`src/rtl/button_debounce.sv`:
```
`default_nettype none
// ============================================================================
// Module      : button_debounce
// Description : Debounced pushbutton input. A raw, asynchronous, bouncing
//               button pin passes through a 2-FF synchronizer into a 4-state
//               debounce FSM. The block produces a clean pressed level,
//               one-cycle press/release pulses, a one-cycle long-press pulse
//               and a held level that runs from the long press to the release.
// Parameters  : DB_BITS    - debounce counter width; the input must be stable
//                            for 2^DB_BITS cycles to be accepted (1..24)
//               LONG_BITS  - long-press counter width; long press fires
//                            2^LONG_BITS cycles after the press is accepted (1..28)
//               ACTIVE_LOW - 1: pin reads 0 when pressed; 0: pin reads 1
// Ports       : clk         in  - single clock, rising edge
//               rst_n       in  - asynchronous active-low reset
//               btn_in      in  - raw button pin (asynchronous, bouncing)
//               btn_level   out - debounced state, 1 = pressed
//               btn_press   out - one-cycle pulse on accepted press
//               btn_release out - one-cycle pulse on accepted release
//               btn_long    out - one-cycle pulse at the long-press threshold
//               btn_held    out - high from btn_long until btn_release
// Revision    : 1.0 - initial release
// ============================================================================
module button_debounce #(
    parameter int DB_BITS    = 16,
    parameter int LONG_BITS  = 24,
    parameter bit ACTIVE_LOW = 1'b1
) (
    input  logic clk,
    input  logic rst_n,
    input  logic btn_in,
    output logic btn_level,
    output logic btn_press,
    output logic btn_release,
    output logic btn_long,
    output logic btn_held
);

    typedef enum logic [1:0] {
        RELEASED     = 2'd0,
        PRESS_WAIT   = 2'd1,
        PRESSED      = 2'd2,
        RELEASE_WAIT = 2'd3
    } state_t;

    state_t                 state_q,      state_d;
    logic                   sync1_q,      sync1_d;
    logic                   sync2_q,      sync2_d;
    logic [DB_BITS-1:0]     dcnt_q,       dcnt_d;
    logic [LONG_BITS-1:0]   lcnt_q,       lcnt_d;
    logic                   long_flag_q,  long_flag_d;
    logic                   level_q,      level_d;
    logic                   press_q,      press_d;
    logic                   release_q,    release_d;
    logic                   long_pulse_q, long_pulse_d;
    logic                   held_q,       held_d;

    // Synchronized pin normalized so that 1 always means "pressed".
    logic                   pressed_s;
    assign pressed_s = sync2_q ^ ACTIVE_LOW;

    always_comb begin
        sync1_d      = btn_in;
        sync2_d      = sync1_q;
        state_d      = state_q;
        dcnt_d       = dcnt_q;
        lcnt_d       = lcnt_q;
        long_flag_d  = long_flag_q;
        level_d      = level_q;
        held_d       = held_q;
        press_d      = 1'b0;
        release_d    = 1'b0;
        long_pulse_d = 1'b0;

        case (state_q)
            RELEASED: begin
                if (pressed_s) begin
                    state_d = PRESS_WAIT;
                    dcnt_d  = '0;
                end
            end

            PRESS_WAIT: begin
                if (!pressed_s) begin
                    state_d = RELEASED;
                end else if (dcnt_q == '1) begin
                    state_d     = PRESSED;
                    level_d     = 1'b1;
                    press_d     = 1'b1;
                    lcnt_d      = '0;
                    long_flag_d = 1'b0;
                end else begin
                    dcnt_d = dcnt_q + DB_BITS'(1);
                end
            end

            PRESSED: begin
                // lcnt holds while the release is being qualified so a
                // bounce only pauses long-press timing, never restarts it.
                if (!pressed_s) begin
                    state_d = RELEASE_WAIT;
                    dcnt_d  = '0;
                end else if (!long_flag_q) begin
                    if (lcnt_q == '1) begin
                        long_pulse_d = 1'b1;
                        long_flag_d  = 1'b1;
                        held_d       = 1'b1;
                    end else begin
                        lcnt_d = lcnt_q + LONG_BITS'(1);
                    end
                end
            end

            RELEASE_WAIT: begin
                if (pressed_s) begin
                    state_d = PRESSED;
                end else if (dcnt_q == '1) begin
                    state_d   = RELEASED;
                    level_d   = 1'b0;
                    held_d    = 1'b0;
                    release_d = 1'b1;
                end else begin
                    dcnt_d = dcnt_q + DB_BITS'(1);
                end
            end

            default: begin
                state_d = RELEASED;
            end
        endcase
    end

    always_ff @(posedge clk or negedge rst_n) begin
        if (!rst_n) begin
            // Synchronizer resets to the released pin level so that a
            // button held through reset is seen as a fresh press.
            sync1_q      <= ACTIVE_LOW;
            sync2_q      <= ACTIVE_LOW;
            state_q      <= RELEASED;
            dcnt_q       <= '0;
            lcnt_q       <= '0;
            long_flag_q  <= 1'b0;
            level_q      <= 1'b0;
            press_q      <= 1'b0;
            release_q    <= 1'b0;
            long_pulse_q <= 1'b0;
            held_q       <= 1'b0;
        end else begin
            sync1_q      <= sync1_d;
            sync2_q      <= sync2_d;
            state_q      <= state_d;
            dcnt_q       <= dcnt_d;
            lcnt_q       <= lcnt_d;
            long_flag_q  <= long_flag_d;
            level_q      <= level_d;
            press_q      <= press_d;
            release_q    <= release_d;
            long_pulse_q <= long_pulse_d;
            held_q       <= held_d;
        end
    end

    assign btn_level   = level_q;
    assign btn_press   = press_q;
    assign btn_release = release_q;
    assign btn_long    = long_pulse_q;
    assign btn_held    = held_q;

endmodule
`default_nettype wire

```
`config.mk`:
```
export PLATFORM = sky130hd
export DESIGN_NAME = button_debounce
export DESIGN_NICKNAME = d
export VERILOG_FILES = /design/src/rtl/button_debounce.sv
export SDC_FILE = /design/constraint.sdc
export NUM_CORES = 1
export LEC_CHECK = 0
export ABC_AREA = 1
export CAP_MARGIN = 20
export CORE_ASPECT_RATIO = 1.2
export CORE_MARGIN = 8
export CORE_UTILIZATION = 45
export CTS_BUF_LIST = sky130_fd_sc_hd__clkbuf_4
export CTS_CLUSTER_DIAMETER = 30
export DETAILED_ROUTE_END_ITERATION = 6
export PLACE_DENSITY = 0.65
export SLEW_MARGIN = 10
export SYNTH_ARGS = -nofsm -noshare
export SYNTH_HDL_FRONTEND = slang
export SYNTH_SLANG_ARGS = --single-unit
```
`constraint.sdc`:
```
create_clock -name clk -period 3.5 [get_ports clk]
set_input_delay 0.7 -clock clk [delete_from_list [all_inputs] [get_ports clk]]
set_output_delay 0.7 -clock clk [all_outputs]
set_load 0.02 [all_outputs]
```
## Word-level counts from Yosys, hierarchy flattened

Cells that the tools add are included.
Widths: inputs -> output; s select.

| cells by class | value |
|---|---|
| add/subtract/negate cells | 2 |
| equality and inequality tests | 17 |
| multiplexer cells | 41 |
| reductions and logical operators | 10 |

Operator list:

| kind | count |
|---|---|
| $mux 24 | 5 |
| $mux 16 | 5 |
| $pmux 16 s4 | 1 |
| $pmux 24 s2 | 1 |
| $add 24x1->24 const B | 1 |
| $eq 24x24->1 const B | 1 |
| $ne 2x2->1 const B | 10 |
| $mux 1 | 19 |
| $add 16x1->16 const B | 1 |
| $eq 16x16->1 const B | 1 |
| $mux 2 | 6 |
| $reduce_and 4->1 | 3 |
| $reduce_and 6->1 | 2 |
| $pmux 2 s4 | 1 |
| $ne 3x3->1 const B | 2 |
| $pmux 1 s2 | 3 |
| $reduce_bool 2->1 | 3 |
| $reduce_and 5->1 | 1 |
| $eq 2x2->1 const B | 2 |
| $eq 2x1->1 const B | 1 |
| $logic_not 2->1 | 1 |

| word-level totals | value |
|---|---|
| register bits | 50 |
| bits of input ports | 3 |
| output and inout bits | 5 |
| logic and storage cells | 81 |

## Depth between registers and ports, before layout

Gate-level depths: netlist (run 1).

| logic depth | value |
|---|---|
| depth in word-level cells | 5 |
| depth in mapped cells | 11 |
| mapped depth without buffers | 10 |

## Worst setup path after synthesis (run 1)

OpenSTA, ideal clock, no wires.

| timing path | value |
|---|---|
| kind | reg2reg |
| from | reg dcnt_q[0] |
| to | reg lcnt_q[14] |
| setup time | 116 ps |
| data arrival time | 1556 ps |
| required time | 3384 ps |
| path slack | 1828 ps |
| stages on the path, launching flop included | 11 |
| buffers on the path | 2 |
| period minus slack after synthesis | 1672 ps |
| cell sequence | dfrtp_1 ha_1 nand3_1 nor2_1 nand3_1 nand2_1 nand3_2 buf_6 buf_6 nand2_1 nand2_1 |

| on the way | value |
|---|---|
| cells in the longest elaborated chain, start to end | 3 |

Ends and longest elaborated chain:

| what | RTL line | text |
|---|---|---|
| start: declaration | 49 | `logic [DB_BITS-1:0] dcnt_q, dcnt_d;` |
| start signal: assignment | 152 | `dcnt_q <= dcnt_d;` |
| $eq 16x16->1 | 86 | `end else if (dcnt_q == '1) begin` |
| $ne 2x2->1 (no line) | -- |  |
| $reduce_and 6->1 (no line) | -- |  |
| end signal: assignment | 153 | `lcnt_q <= lcnt_d;` |
| end: declaration | 50 | `logic [LONG_BITS-1:0] lcnt_q, lcnt_d;` |

No other way between the ends.
A chain may end at the register's enable or synchronous reset.

## Worst setup path in the final report (run 1)

| timing path | value |
|---|---|
| from | reg dcnt_q[0] |
| to | reg lcnt_q[7] |

Same word-level chain as after synthesis.

==> flow_metrics.py, run 1 <==
metrics = {
    "run_status": {
        "status": "complete, no violations",
    },
    "worst_setup_path": {
        "cp_slowest_cell": "nand3_2",
        "crit_fanout": 39,
        "critPathTopFamily": "simple AND/OR/NAND/NOR gates",
        "r2r_end": "lcnt_q[7]$_DFFE_PN0P_",
        "worst-path-stages": 7,
        "arrival_ps": 2690,
        "slowest_delay_ps": 520,
        "crit_type": "reg2reg",
        "cp.buffers_inverters": 0,
        "cp_cell_sequence": "ha_1 > nand3_1 > nor2_1 > nand3_1 > nand2_1 > nand3_2 > o21ai_0",
        "cp_common_cell": "nand3_1",
        "reg2reg_depth": 7,
        "reg2reg_slack_ps": 1100,
        "cp-end-kind": "flip-flop",
        "critPathRequiredTime_ps": 3780,
        "r2r-start": "dcnt_q[0]$_DFFE_PN0P_",
        "worst_setup_path_start_kind": "flip-flop",
    },
    "detailed_routing": {
        "wl_per_cell_um": 12.5,
        "drt_iter0_drc": 82,
        "viasPerCell": 4.99,
        "antenna_left": 0,
        "wirelength_um": 6560,
        "firstDrtPassIters": 4,
        "drc_errors": 0,
        "vias": 2627,
    },
    "clock_network": {
        "path_clk_slew_ps": 150,
        "postCtsSetupBuffers": 0,
        "clk-insertion-delay-late_ps": 380,
        "post_cts_resize_count": 0,
        "cts_max_level": 2,
        "clk_path_buf_depth": 2,
        "cts_root_buf": "clkbuf_4",
        "cts_sinks": 50,
        "cts_buffers": 5,
        "hold_buffers": 0,
        "cts_tree": "yes",
    },
    "layout": {
        "final_layout_size_suffix_gt1_share_pct": 7.26,
        "layout_common_cells": "158 x nand2_1, 63 x nor2_1, 48 x dfrtp_1",
        "nFillCells": 636,
        "num_antenna_cells": 0,
        "final_net_count": 445,
        "mostFrequentLayoutCell": "nand2_1",
        "synthToLayoutAreaGrowth_pct": 7.21,
        "layout.cells.non_filler": 526,
    },
    "sta": {
        "fmax_mhz": 416,
        "hold_violations": 0,
        "fin_skew_ps": 10.7,
        "fin_crit_sh_pct": 68.7,
        "rsz0062_at_grt": "no",
        "setup_viol": 0,
        "relSlewSlack_pct": 48.6,
        "final.setup.tns_ps": 0,
        "fin_crit_ps": 2400,
        "maxSlewViolCount": 0,
        "worst_pin_slew_ps": 772,
    },
    "logic_synthesis": {
        "post_synth.cell_area_avg_um2": 6.90,
        "netlist_area_um2": 2980,
        "ys_ff_latch": 50,
        "synthTopCellsByArea": "dfrtp_1 40%, nand2_1 20%, nor2_1 7.9%",
        "netlist_instances": 432,
        "synth_cell_types": 28,
        "ys_seq_area_share_pct": 42.0,
        "yosys_warnings": 0,
        "yosysTopAreaCellShare_pct": 40.3,
        "synth_top_cell_by_area": "dfrtp_1",
        "syn_nets": 437,
    },
    "power": {
        "power_density_nw_per_um2": 305,
        "p_leak_nw": 1.34,
        "peakVddDrop_mv": 0.152,
    },
    "floorplanning": {
        "die-height_um": 105,
        "die-area_um2": 9500,
        "io_pins": 8,
        "core_um2": 6410,
        "rows": 32,
        "start_util_pct": 46.6,
        "die_w_um": 90.3,
    },
    "run": {
        "maxCapViolCount": 0,
    },
    "place": {
        "port_buffers": 7,
        "gp_congestion": 0.895,
        "dpl.cell_count": 518,
        "hpwl_um": 4860,
    },
    "grt": {
        "antenna_found_initial": 0,
        "grt_pass1_wl_um": 11700,
        "grt_max_degree": 40,
        "grt_pass1_vias": 2547,
        "overflow": 0,
        "grt_usage_pct": 14.8,
    },
    "min_path": {
        "hp-class": "in2async",
    },
}
==> stage by stage <==
| step | instance area, um^2 | utilization [%] | hold slack [ps] | power (mW) | setup WS, ps |
|---|---|---|---|---|---|
| floorplan | 2980 | - | 345 | 0.618 | 1830 |
| global placement | 3120 | 48.7 | 345 | 0.637 | 1190 |
| CTS | 3200 | 49.9 | 370 | 0.983 | 1060 |
| global route | 3200 | 49.9 | 370 | 1.01 | 746 |
| detailed placement | 3120 | 48.7 | 349 | 0.637 | 1120 |
| finish | 3200 | 49.9 | 368 | 0.975 | 1100 |
==> synth_stat cells (all sizes together) <==
cell    instances
a31o            1
nand4           7
nand2         160
dfstp           2
ha              2
nand3          40
nor3            3
a21oi           7
dfrtp          48
clkbuf          2
nand3b          1
xor2            9
clkinv          1
nor2           68
buf             6
xnor2           5
or2             6
o21bai          1
o21ai          29
inv            34
==> power breakdown <==
group | total (mW) | leakage, nW | internal [mW] | switching (mW)
Clock | 0.350 | 0.0456 | 0.152 | 0.198
Sequential | 0.594 | 0.687 | 0.585 | 0.00941
Combinational | 0.0312 | 0.609 | 0.00775 | 0.0234
Total | 0.975 | 1.34 | 0.745 | 0.230
==> state kept, by name, indices dropped and copies added, names as in the netlist, named ones only <==
register / flops
sync1_q: 1
btn_press: 1
btn_held: 1
state_q: 1
lcnt_q: 24
dcnt_q: 16
btn_release: 1
btn_long: 1
long_flag_q: 1
sync2_q: 1
btn_level: 1
==> worst max-delay path by stage <==
stage,start,slack (ps),to
2_1_floorplan,dcnt_q[0]$_DFFE_PN0P_,1830,lcnt_q[14]$_DFFE_PN0P_
3_3_place_gp,lcnt_q[0]$_DFFE_PN0P_,1190,lcnt_q[17]$_DFFE_PN0P_
3_5_place_dp,dcnt_q[0]$_DFFE_PN0P_,1120,lcnt_q[7]$_DFFE_PN0P_
4_1_cts,dcnt_q[0]$_DFFE_PN0P_,1060,lcnt_q[7]$_DFFE_PN0P_
5_1_grt,dcnt_q[0]$_DFFE_PN0P_,750,dcnt_q[15]$_DFFE_PN0P_
6_report,dcnt_q[0]$_DFFE_PN0P_,1100,lcnt_q[7]$_DFFE_PN0P_
==> metal layers <==
metal | vias to the layer above | share of wire (%) | track usage [%] | routed length [um]
met4 | 0 | 3.4 | 7.15 | 225
met2 | 30 | 51 | 26.2 | 3320
met1 | 1201 | 44 | 16.5 | 2860
met5 | - | 0 | 0 | 0
li1 | 1377 | - | - | -
met3 | 19 | 2.4 | 3.01 | 160
==> cell type report <==
cell class / instances / area, um^2 / area share [%]
flip-flops and latches: 50 / 1250 / 39.2
well taps: 85 / 106 / 3.33
inverters: 35 / 131 / 4.11
repair buffers: 9 / 80.1 / 2.50
multi-input cells: 339 / 1550 / 48.3
clock inverters: 3 / 43.8 / 1.37
clock buffers: 5 / 37.5 / 1.17
==> cells by family (layout without fill, tap and decap cells) <==
logic type | count (synthesis) | after routing | synth area share (%)
flip-flops | 50 | 50 | 42.0
adder cells (fa/ha/maj) | 2 | 2 | 0.839
buffers and inverters | 43 | 52 | 6.17
AO/OA/AOI/OAI | 38 | 38 | 6.71
AND/OR/NAND/NOR | 285 | 285 | 40.1
XOR/XNOR | 14 | 14 | 4.11
Power figures use the tool's default switching activity.
==> inputs of run 2 (changes only) <==
PLACE_DENSITY = 0.68   (was 0.65)
clock period = 2.2 ns   (was 3.5 ns; I/O delays follow)
==> flow_metrics.py, run 2 (synthesis results as in run 1) <==
metrics = {
    "layout": {
        "post-route-util_pct": 51.0,
        "design_area_um2": 3270,
        "synthToLayoutAreaGrowth_pct": 9.56,
        "layout_common_cells": "158 x nand2_1, 63 x nor2_1, 48 x dfrtp_1",
        "mostFrequentLayoutCell": "nand2_1",
        "nFillCells": 627,
        "multiInputGateArea_um2": 1550,
        "layout.cells.non_filler": 530,
        "register_area_um2": 1250,
        "num_antenna_cells": 0,
        "final_net_count": 449,
        "regMostFlops": "lcnt_q",
        "top_regs": "lcnt_q (24), dcnt_q (16)",
        "largest_reg_flops": 24,
        "final_layout_size_suffix_gt1_share_pct": 7.87,
    },
    "power": {
        "power_density_nw_per_um2": 506,
        "switching_share_pct": 21.3,
        "seqPwrFrac_pct": 57.2,
        "pwr-share-clk_pct": 39.6,
        "p_comb_share_pct": 3.3,
        "p_leak_nw": 1.38,
        "p_sw_mw": 0.352,
        "peakVddDrop_mv": 0.256,
        "p_int_mw": 1.30,
    },
    "grt": {
        "overflow": 0,
        "grt_usage_pct": 14.5,
        "grt_pass1_vias": 2589,
        "grt_max_degree": 40,
        "antenna_found_initial": 0,
        "grt_pass1_wl_um": 11500,
    },
    "detailed_routing": {
        "wirelength_um": 6390,
        "drc_errors": 0,
        "drt_iter0_drc": 99,
        "vias": 2655,
        "wl_per_cell_um": 12.1,
        "viasPerCell": 5.01,
        "firstDrtPassIters": 4,
        "antenna_left": 0,
    },
    "clock_network": {
        "cts_sinks": 50,
        "clk_path_buf_depth": 2,
        "cts_max_level": 2,
        "post_cts_resize_count": 0,
        "postCtsSetupBuffers": 0,
        "cts_root_buf": "clkbuf_4",
        "cts_tree": "yes",
        "cts_buffers": 5,
        "clk-insertion-delay-late_ps": 370,
        "path_clk_slew_ps": 150,
    },
    "sta": {
        "maxSlewViolCount": 0,
        "fin_skew_ps": 15.1,
        "fmax_mhz": 506,
        "worst_pin_slew_ps": 549,
        "fin_crit_sh_pct": 89.8,
        "hold_violations": 0,
        "fin_crit_ps": 1980,
        "relSlewSlack_pct": 63.4,
        "rsz0062_at_grt": "no",
        "setup_viol": 0,
        "final.setup.tns_ps": 0,
        "holdWs_ps": 369,
    },
    "floorplanning": {
        "die_w_um": 90.3,
        "die-height_um": 105,
        "core_um2": 6410,
        "io_pins": 8,
        "die-area_um2": 9500,
        "rows": 32,
        "start_util_pct": 46.6,
    },
    "worst_setup_path": {
        "worst_setup_path_start_kind": "flip-flop",
        "arrival_ps": 2280,
        "reg2reg_slack_ps": 220,
        "reg2reg_depth": 10,
        "critical_path.endpoint": "dcnt_q[3]$_DFFE_PN0P_",
        "crit_start": "dcnt_q[0]$_DFFE_PN0P_",
        "cp-end-kind": "flip-flop",
        "critPathRequiredTime_ps": 2510,
        "r2r-start": "dcnt_q[0]$_DFFE_PN0P_",
        "crit_fanout": 19,
        "crit_type": "reg2reg",
        "r2r_end": "dcnt_q[3]$_DFFE_PN0P_",
    },
    "run": {
        "maxCapViolCount": 0,
    },
    "min_path": {
        "hp-class": "reg2reg",
        "hold_start": "sync1_q$_DFF_PN1_",
    },
    "place": {
        "port_buffers": 7,
        "dpl_cell_area_um2": 3150,
        "gp_congestion": 0.921,
        "hpwl_um": 4860,
        "dpl.cell_count": 521,
    },
    "run_status": {
        "status": "complete, no violations",
    },
}
run 2: cell count changes in the layout (fill, tap and decap cells not counted):
cell	change
buf_4	+2
buf_12	+1
bufinv_16	+1
clkinv_2	-1
clkinv_4	+1
dlygate4sd3_1	+1
inv_6	-1
run 2: cell type report:
type / instances / area share (%)
multi-input combinational: 339 / 47.3
tap: 85 / 3.25
inverter: 35 / 4.02
sequential: 50 / 38.4
timing repair buffer: 13 / 3.83
clock inverter: 3 / 2.11
clock buffer: 5 / 1.15
run 2: timing repair:
item                                    4_1_cts  5_1_grt
endpoints found under the hold margin        13        0
hold buffers                                  1        0
endpoints found under the setup margin        0        0
run 2: worst min path at each step:
stage / end / slack, ps / cells past startpoint
floorplan: async pin / 140 / 0
global placement: sync2_q$_DFF_PN1_ / 350 / 0
detailed placement: sync2_q$_DFF_PN1_ / 350 / 0
CTS: sync2_q$_DFF_PN1_ / 370 / 0
global route: sync2_q$_DFF_PN1_ / 380 / 0
finish: sync2_q$_DFF_PN1_ / 370 / 0
run 2: through the flow:
step | power (mW) | setup WS [ps]
2_1_floorplan | 0.984 | 528
3_3_place_gp | 1.01 | 327
3_5_place_dp | 1.02 | 270
4_1_cts | 1.69 | 242
5_1_grt | 1.72 | 16.7
6_report | 1.65 | 225
run 2: routing by layer:
metal / share of wire [%] / wire length [um] / GRT usage [%] / vias to the layer above
li1: - / - / - / 1394
met1: 43 / 2730 / 15.5 / 1204
met2: 51 / 3260 / 26.4 / 41
met3: 3.0 / 189 / 2.65 / 16
met4: 3.3 / 212 / 7.75 / 0
met5: 0 / 0 / 0 / -
run 2: critical path, cell delays in order, from the launching register on:
cell and delay (ps):
dfrtp_1 450, ha_1 260, nand3_1 160, inv_1 110, nand2_1 50, nor2_1 90, nand2_1 130, nand2_1 220
buf_4 260, nor2_1 70, a21oi_1 130
run 2: power by group through the flow:
stage	clock, mW	sequential [mW]	combinational (mW)
after floorplan	0	0.957	0.0265
after global placement	0	0.962	0.0526
after detailed placement	0	0.962	0.0537
after CTS	0.686	0.946	0.0551
after global routing	0.710	0.948	0.0635
final	0.654	0.946	0.0538
